$ cat src/rtl/cpu_ctrl_pkg.sv
// Shared constants and types for the hardwired control sequencer of the
// single-bus CPU: instruction opcodes, ALU function codes, the sequencer
// state enum and the opcode-class enum, plus the opcode-to-ALU-code helper.
package cpu_ctrl_pkg;

    // Instruction opcodes (IR[31:27])
    localparam logic [4:0] OP_LD   = 5'b00000;
    localparam logic [4:0] OP_LDI  = 5'b00001;
    localparam logic [4:0] OP_ST   = 5'b00010;
    localparam logic [4:0] OP_ADD  = 5'b00011;
    localparam logic [4:0] OP_SUB  = 5'b00100;
    localparam logic [4:0] OP_AND  = 5'b00101;
    localparam logic [4:0] OP_OR   = 5'b00110;
    localparam logic [4:0] OP_ROR  = 5'b00111;
    localparam logic [4:0] OP_ROL  = 5'b01000;
    localparam logic [4:0] OP_SHR  = 5'b01001;
    localparam logic [4:0] OP_SHRA = 5'b01010;
    localparam logic [4:0] OP_SHL  = 5'b01011;
    localparam logic [4:0] OP_ADDI = 5'b01100;
    localparam logic [4:0] OP_ANDI = 5'b01101;
    localparam logic [4:0] OP_ORI  = 5'b01110;
    localparam logic [4:0] OP_DIV  = 5'b01111;
    localparam logic [4:0] OP_MUL  = 5'b10000;
    localparam logic [4:0] OP_NEG  = 5'b10001;
    localparam logic [4:0] OP_NOT  = 5'b10010;
    localparam logic [4:0] OP_BR   = 5'b10011;
    localparam logic [4:0] OP_JR   = 5'b10100;
    localparam logic [4:0] OP_MFHI = 5'b11000;
    localparam logic [4:0] OP_MFLO = 5'b11001;
    localparam logic [4:0] OP_NOP  = 5'b11010;
    localparam logic [4:0] OP_HALT = 5'b11011;

    // ALU function codes share the encoding of the matching register opcodes
    localparam logic [4:0] ALU_NONE = 5'b00000;
    localparam logic [4:0] ALU_ADD  = 5'b00011;
    localparam logic [4:0] ALU_AND  = 5'b00101;
    localparam logic [4:0] ALU_OR   = 5'b00110;

    typedef enum logic [3:0] {
        RESET, F0, F1, F2, F3, E0, E1, E2, E3, E4, HALT
    } state_t;

    typedef enum logic [3:0] {
        CLS_NOP, CLS_REG, CLS_IMM, CLS_UNARY, CLS_MULDIV, CLS_LDI, CLS_LD,
        CLS_ST, CLS_BR, CLS_JR, CLS_MFHI, CLS_MFLO, CLS_HALT
    } op_class_t;

    // Immediate forms and address/branch arithmetic reuse the register ALU codes
    function automatic logic [4:0] alu_code_for(input logic [4:0] opcode);
        logic [4:0] code;
        case (opcode)
            OP_ADDI:                     code = ALU_ADD;
            OP_ANDI:                     code = ALU_AND;
            OP_ORI:                      code = ALU_OR;
            OP_LD, OP_LDI, OP_ST, OP_BR: code = ALU_ADD;
            default:                     code = opcode;
        endcase
        return code;
    endfunction

endpackage

$ cat src/rtl/ctrl_op_decode.sv
// Combinational opcode classifier.
//   opcode   in  5  IR[31:27]
//   op_class out    execute-sequence class of the instruction
//   alu_code out 5  ALU function to present when the class uses the ALU
//   uses_alu out 1  class drives alu_op in one of its execute steps
module ctrl_op_decode
    import cpu_ctrl_pkg::*;
(
    input  logic [4:0] opcode,
    output op_class_t  op_class,
    output logic [4:0] alu_code,
    output logic       uses_alu
);

    // Map each opcode onto its class; unassigned opcodes fall back to nop
    always_comb begin
        op_class = CLS_NOP;
        uses_alu = 1'b0;
        alu_code = alu_code_for(opcode);
        case (opcode)
            OP_ADD, OP_SUB, OP_AND, OP_OR, OP_ROR, OP_ROL, OP_SHR, OP_SHRA,
            OP_SHL: begin
                op_class = CLS_REG;
                uses_alu = 1'b1;
            end
            OP_ADDI, OP_ANDI, OP_ORI: begin
                op_class = CLS_IMM;
                uses_alu = 1'b1;
            end
            OP_NEG, OP_NOT: begin
                op_class = CLS_UNARY;
                uses_alu = 1'b1;
            end
            OP_MUL, OP_DIV: begin
                op_class = CLS_MULDIV;
                uses_alu = 1'b1;
            end
            OP_LDI: begin
                op_class = CLS_LDI;
                uses_alu = 1'b1;
            end
            OP_LD: begin
                op_class = CLS_LD;
                uses_alu = 1'b1;
            end
            OP_ST: begin
                op_class = CLS_ST;
                uses_alu = 1'b1;
            end
            OP_BR: begin
                op_class = CLS_BR;
                uses_alu = 1'b1;
            end
            OP_JR:   op_class = CLS_JR;
            OP_MFHI: op_class = CLS_MFHI;
            OP_MFLO: op_class = CLS_MFLO;
            OP_HALT: op_class = CLS_HALT;
            default: op_class = CLS_NOP;
        endcase
    end

endmodule

$ cat src/rtl/control_sequencer.sv
// Hardwired Moore control unit for the single-bus CPU. Steps each
// instruction through fetch F0..F3 and execute E0..E4, one step per clock.
//   clk, clear      clock and asynchronous active-low reset
//   IR              instruction register (opcode = IR[31:27])
//   CON             branch condition flag
//   mem_ready       memory finished the pending Read/Write
//   Stop            halt request, sampled only in F0
//   datapath / memory / register-select strobes, alu_op, Run  outputs
module control_sequencer
    import cpu_ctrl_pkg::*;
(
    input  logic        clk,
    input  logic        clear,
    input  logic [31:0] IR,
    input  logic        CON,
    input  logic        mem_ready,
    input  logic        Stop,
    output logic        PCout, PCin, IncPC, MARin, MDRin, MDRout, IRin,
    output logic        Yin, Zin, Zlowout, Zhighout, HIin, HIout, LOin, LOout,
    output logic        Cout, CONin,
    output logic        Read, Write,
    output logic        Gra, Grb, Grc, Rin, Rout, BAout,
    output logic [4:0]  alu_op,
    output logic        Run
);

    state_t     state_r;
    state_t     next_state_s;
    op_class_t  op_class_s;
    logic [4:0] alu_code_s;
    logic       uses_alu_s;
    logic       alu_sel_s;
    logic       unused_ir_bits_s;

    assign unused_ir_bits_s = ^IR[26:0];

    ctrl_op_decode u_decode (
        .opcode   (IR[31:27]),
        .op_class (op_class_s),
        .alu_code (alu_code_s),
        .uses_alu (uses_alu_s)
    );

    // State register; clear forces RESET at any time, even mid-wait
    always_ff @(posedge clk or negedge clear) begin
        if (!clear) begin
            state_r <= RESET;
        end else begin
            state_r <= next_state_s;
        end
    end

    // Next-state and strobe decode from the current step and opcode class
    always_comb begin
        next_state_s = state_r;
        {PCout, PCin, IncPC, MARin, MDRin, MDRout, IRin} = 7'b0000000;
        {Yin, Zin, Zlowout, Zhighout, HIin, HIout, LOin, LOout} = 8'b00000000;
        {Cout, CONin, Read, Write} = 4'b0000;
        {Gra, Grb, Grc, Rin, Rout, BAout} = 6'b000000;
        alu_sel_s = 1'b0;
        Run       = 1'b1;
        case (state_r)
            RESET: begin
                Run          = 1'b0;
                next_state_s = F0;
            end
            F0: begin
                // A pending Stop suppresses this step's strobes
                if (Stop) begin
                    next_state_s = HALT;
                end else begin
                    {PCout, MARin, IncPC, Zin} = 4'b1111;
                    next_state_s = F1;
                end
            end
            F1: begin
                {Zlowout, PCin} = 2'b11;
                next_state_s    = F2;
            end
            F2: begin
                {Read, MDRin} = 2'b11;
                if (mem_ready) next_state_s = F3;
                else           next_state_s = F2;
            end
            F3: begin
                {MDRout, IRin} = 2'b11;
                case (op_class_s)
                    CLS_NOP:  next_state_s = F0;
                    CLS_HALT: next_state_s = HALT;
                    default:  next_state_s = E0;
                endcase
            end
            E0: begin
                next_state_s = E1;
                case (op_class_s)
                    CLS_REG, CLS_IMM:       {Grb, Rout, Yin} = 3'b111;
                    CLS_UNARY: begin
                        {Grb, Rout, Zin} = 3'b111;
                        alu_sel_s        = 1'b1;
                    end
                    CLS_MULDIV:             {Gra, Rout, Yin} = 3'b111;
                    CLS_LDI, CLS_LD, CLS_ST: {Grb, BAout, Yin} = 3'b111;
                    CLS_BR:                 {Gra, Rout, CONin} = 3'b111;
                    CLS_JR: begin
                        {Gra, Rout, PCin} = 3'b111;
                        next_state_s      = F0;
                    end
                    CLS_MFHI: begin
                        {HIout, Gra, Rin} = 3'b111;
                        next_state_s      = F0;
                    end
                    CLS_MFLO: begin
                        {LOout, Gra, Rin} = 3'b111;
                        next_state_s      = F0;
                    end
                    default: next_state_s = F0;
                endcase
            end
            E1: begin
                next_state_s = E2;
                case (op_class_s)
                    CLS_REG: begin
                        {Grc, Rout, Zin} = 3'b111;
                        alu_sel_s        = 1'b1;
                    end
                    CLS_IMM, CLS_LDI, CLS_LD, CLS_ST: begin
                        {Cout, Zin} = 2'b11;
                        alu_sel_s   = 1'b1;
                    end
                    CLS_UNARY: begin
                        {Zlowout, Gra, Rin} = 3'b111;
                        next_state_s        = F0;
                    end
                    CLS_MULDIV: begin
                        {Grb, Rout, Zin} = 3'b111;
                        alu_sel_s        = 1'b1;
                    end
                    CLS_BR:  {PCout, Yin} = 2'b11;
                    default: next_state_s = F0;
                endcase
            end
            E2: begin
                next_state_s = E3;
                case (op_class_s)
                    CLS_REG, CLS_IMM, CLS_LDI: begin
                        {Zlowout, Gra, Rin} = 3'b111;
                        next_state_s        = F0;
                    end
                    CLS_MULDIV:     {Zlowout, LOin} = 2'b11;
                    CLS_LD, CLS_ST: {Zlowout, MARin} = 2'b11;
                    CLS_BR: begin
                        {Cout, Zin} = 2'b11;
                        alu_sel_s   = 1'b1;
                    end
                    default: next_state_s = F0;
                endcase
            end
            E3: begin
                next_state_s = F0;
                case (op_class_s)
                    CLS_MULDIV: {Zhighout, HIin} = 2'b11;
                    CLS_LD: begin
                        {Read, MDRin} = 2'b11;
                        if (mem_ready) next_state_s = E4;
                        else           next_state_s = E3;
                    end
                    CLS_ST: begin
                        // Read low steers the bus, not memory, into MDR
                        {Gra, Rout, MDRin} = 3'b111;
                        next_state_s       = E4;
                    end
                    CLS_BR: begin
                        if (CON) {Zlowout, PCin} = 2'b11;
                        else     {Zlowout, PCin} = 2'b00;
                    end
                    default: next_state_s = F0;
                endcase
            end
            E4: begin
                next_state_s = F0;
                case (op_class_s)
                    CLS_LD: {MDRout, Gra, Rin} = 3'b111;
                    CLS_ST: begin
                        Write = 1'b1;
                        if (mem_ready) next_state_s = F0;
                        else           next_state_s = E4;
                    end
                    default: next_state_s = F0;
                endcase
            end
            HALT: begin
                Run          = 1'b0;
                next_state_s = HALT;
            end
            default: begin
                Run          = 1'b0;
                next_state_s = RESET;
            end
        endcase
        if (alu_sel_s && uses_alu_s) alu_op = alu_code_s;
        else                         alu_op = ALU_NONE;
    end

endmodule
$ cat config.mk
export PLATFORM = sky130hd
export DESIGN_NAME = control_sequencer
export DESIGN_NICKNAME = d
export VERILOG_FILES = /design/src/rtl/cpu_ctrl_pkg.sv /design/src/rtl/ctrl_op_decode.sv /design/src/rtl/control_sequencer.sv
export SDC_FILE = /design/constraint.sdc
export NUM_CORES = 1
export LEC_CHECK = 0
export BUFFER_PORTS_ARGS = -buffer_cell sky130_fd_sc_hd__buf_2
export CAP_MARGIN = 20
export CORE_UTILIZATION = 47
export CTS_CLUSTER_DIAMETER = 120
export DETAILED_ROUTE_END_ITERATION = 10
export PLACE_DENSITY = 0.84
export SETUP_SLACK_MARGIN = 0.1
export SKIP_LAST_GASP = 1
export SYNTH_ARGS = -nofsm -noshare
export SYNTH_HDL_FRONTEND = slang
export SYNTH_SLANG_ARGS = --single-unit
$ cat constraint.sdc
create_clock -name clk -period 4 [get_ports clk]
set_input_delay 1 -clock clk [delete_from_list [all_inputs] [get_ports clk]]
set_output_delay 1 -clock clk [all_outputs]
set_load 0.01 [all_outputs]
==> metrics.md <==
| Metric | Value |
|---|---|
| GR Layer Usage met3 | `1.52%` |
| Vias per cell | `6.29` |
| First-pass GRT wire length | `5090 um` |
| Clk root buf | `clkbuf_4` |
| ANT cells | `0` |
| Core area | `2210 sq um` |
| Worst-path cell chain | `buf_2 -> or2_1 -> a2111oi_2 -> o21ai_1 -> a211oi_2 -> buf_2` |
| WL final | `3180 um` |
| Sw Share | `52.7%` |
| DR DRC count | `0` |
| Worst path slowest cell | `or2_1` |
| Die W | `50.5 um` |
| Fin Setup TNS | `0 ns` |
| Slowest Stage Delay on Critical Path | `0.41 ns` |
| Cell Pwr Density | `409 nW/um^2` |
| Flops & latches, synth | `4` |
| GRT overflow | `0` |
| Static Leak | `0.600 nW` |
| GRT Max-Usage Layer | `met2` |
| Port bufs | `40` |
| Starting Density | `50.1%` |
| Synth Instances | `168` |
| Hold Buf Count CTS | `0` |
| Status | `finished, final reports clean` |
| Fin. max-slew vios | `0` |
| WP data required | `3.00 ns` |
| Int Power | `251 uW` |
| Final worst-path cycle share | `88.3%` |
| RSZ-0062 raised after global routing | `no` |
| Cell mode on critical path | `buf_2` |
| Post CTS Setup Buffer Count | `0` |
| Hold WS | `0.555 ns` |
| M1 GR Usage | `37.6%` |
| Final Wtd Congestion | `0.892` |
| Most frequent cells in the layout | `40 x buf_2, 14 x nor2_1, 13 x nand2_1, 13 x a21oi_1, 10 x o21ai_0` |
| HPWL Detailed | `2270 um` |
| Drt wl/cell | `14.2 um` |
| Share of cells above drive strength 1 | `28.6%` |
| Clock skew | `0.00258 ns` |
| Asr flop ratio synth | `100%` |
| Post-synth net total | `205` |
| Slew headroom | `54.7%` |
| Initial DRC count | `69` |
| Setup Crit Path Kind | `input pin to output pin` |
| Fmax | `283 MHz` |
| Worst r2r dst | `state_r[0]` |
| Worst hold path class | `input pin to async pin` |
| CTS tree | `done` |
| Yosys Warn Count | `0` |
| Die height | `50.5 um` |
| Synthesized area per cell | `6.59 sq um` |
| Clock sinks | `4` |
| Reg-to-Reg Start | `state_r[0]` |
| H-tree depth | `1` |
| Vias | `1,410` |
| Die ar. | `2550 sq um` |
| Mapped Area | `1110 sq um` |
| Commonest non-fill, non-tap cell in the layout | `buf_2` |
| Largest Register | `state_r` |
| Met2 GRT Util | `39.1%` |
| Max clock buf depth | `2` |
| Final Hold Violating Endpoints | `0` |
| Gr usage total | `25.4%` |
| Final worst path period need | `3.53 ns` |
| Worst EP arrival | `2.53 ns` |
| FILL cells | `226` |
| WP buf/inv | `2` |
| Clk_lat worst skew | `0.24 ns` |
| Startpoint type of the worst setup path | `input pin` |
| Worst slew pin tran | `0.680 ns` |
| Post-synth EDFFs | `0` |
| Reg2Reg Depth | `4` |
| Vias in the first global route | `1,099` |
| Initial antenna violation count | `0` |
| Final core occ | `58.6%` |
| ANT nets after route | `0` |
| Final Net Count | `235` |
| Setup slack, reg-to-reg | `2.24 ns` |
| Comb pwr share | `63.5%` |
| MaxCap Viol Count | `0` |
| Final setup vio count | `0` |
| FP Rows | `17` |
| CP top delay family | `compound AO/OA/AOI/OAI gates` |
| I/O pin total | `68` |
| DP Worst Slack | `0.480 ns` |
| Post_cts resized | `0` |
| CP max FO | `18` |
| Clk slew on worst S/H paths | `0.04 ns` |
| Sw Pwr | `279 uW` |
| Regs by FF count | `state_r x4` |
| Cts bufs inserted | `3` |
| Distinct cells, synth | `54` |
| Synth-to-layout area growth | `17.1%` |
| Most common flop cell mapped by yosys | `dfrtp_1` |
| Peak supply drop | `0.000315 V` |
| Max reg flops | `4` |
| DR pass1 iterations | `4` |
| Sequential Power Share | `27.0%` |
| Seq/Total Area, Yosys | `9.04%` |
| Power share of the clock group | `9.6%` |
| Final worst slack | `0.468 ns` |
| Worst Setup End Kind | `output pin` |
| Largest net degree at the start of global routing | `24` |
synthesized netlist by cell type, drive strengths merged, types with 3 or more instances:
cell	instances	area share (%)
nor3	5	2.7
nand2b	6	3.4
inv	5	1.7
nor2b	4	2.3
nand3b	4	2.7
nor4	3	1.7
nor3b	3	2.5
or2	5	2.8
o22ai	3	1.7
a31oi	4	2.3
clkbuf	6	2.0
buf	12	6.2
o211ai	4	2.7
a21oi	13	5.9
nor2	14	4.7
a211oi	4	4.1
o21ai	15	6.8
or3	4	2.3
nand2	13	4.4
nand3	7	3.2
dfrtp	4	9.0
power by group through the flow:
| stage | combinational [mW] | sequential [mW] | clock, mW |
|---|---|---|---|
| 2_1_floorplan | 0.294 | 0.0787 | 0 |
| 3_3_place_gp | 0.329 | 0.138 | 0 |
| 4_1_cts | 0.335 | 0.139 | 0.0521 |
| 3_5_place_dp | 0.332 | 0.141 | 0 |
| 6_report | 0.336 | 0.143 | 0.0508 |
| 5_1_grt | 0.371 | 0.151 | 0.0522 |
metal layers:
| layer | wire length (um) | up-vias | share of wire [%] |
|---|---|---|---|
| li1 | - | 687 | - |
| met1 | 1380 | 641 | 43 |
| met2 | 1480 | 76 | 46 |
| met3 | 278 | 6 | 8.7 |
| met4 | 42 | 0 | 1.3 |
| met5 | 0 | - | 0 |
kinds of logic (layout without fill, tap and decap cells):
group / after synthesis / after routing / share of synthesized area, %
AO/OA/AOI/OAI: 57 / 57 / 35.0
XOR/XNOR: 1 / 1 / 0.791
buffers and inverters: 23 / 51 / 9.94
flip-flops: 4 / 4 / 9.04
multiplexers: 1 / 1 / 0.904
AND/OR/NAND/NOR: 82 / 82 / 44.3
cell type report:
| cell class | instances | area (sq um) | share of cell area, % |
|---|---|---|---|
| Clock buffer | 3 | 22.5 | 1.74 |
| Multi-Input combinational cell | 141 | 897 | 69.2 |
| Sequential cell | 4 | 100 | 7.72 |
| Tap cell | 28 | 35.0 | 2.70 |
| Inverter | 5 | 18.8 | 1.45 |
| Timing Repair Buffer | 43 | 223 | 17.2 |
worst max-delay path by stage:
stage	start	end	slack, ns	cells past startpoint
after floorplan	IR[30]	alu_op[4]	0.74	6
after global placement	IR[30]	alu_op[4]	0.49	6
after detailed placement	IR[30]	alu_op[4]	0.48	6
after CTS	IR[30]	alu_op[4]	0.48	6
after global routing	IR[30]	alu_op[4]	0.34	6
final	IR[30]	alu_op[4]	0.47	6
metrics by stage:
step / instances / power [mW] / area, sq um
floorplan: 168 / 0.372 / 1110
global placement: 221 / 0.467 / 1270
detailed placement: 221 / 0.472 / 1270
CTS: 224 / 0.527 / 1300
global route: 224 / 0.574 / 1300
finish: 224 / 0.530 / 1300
Note: power is estimated with default switching activity, not from simulation.
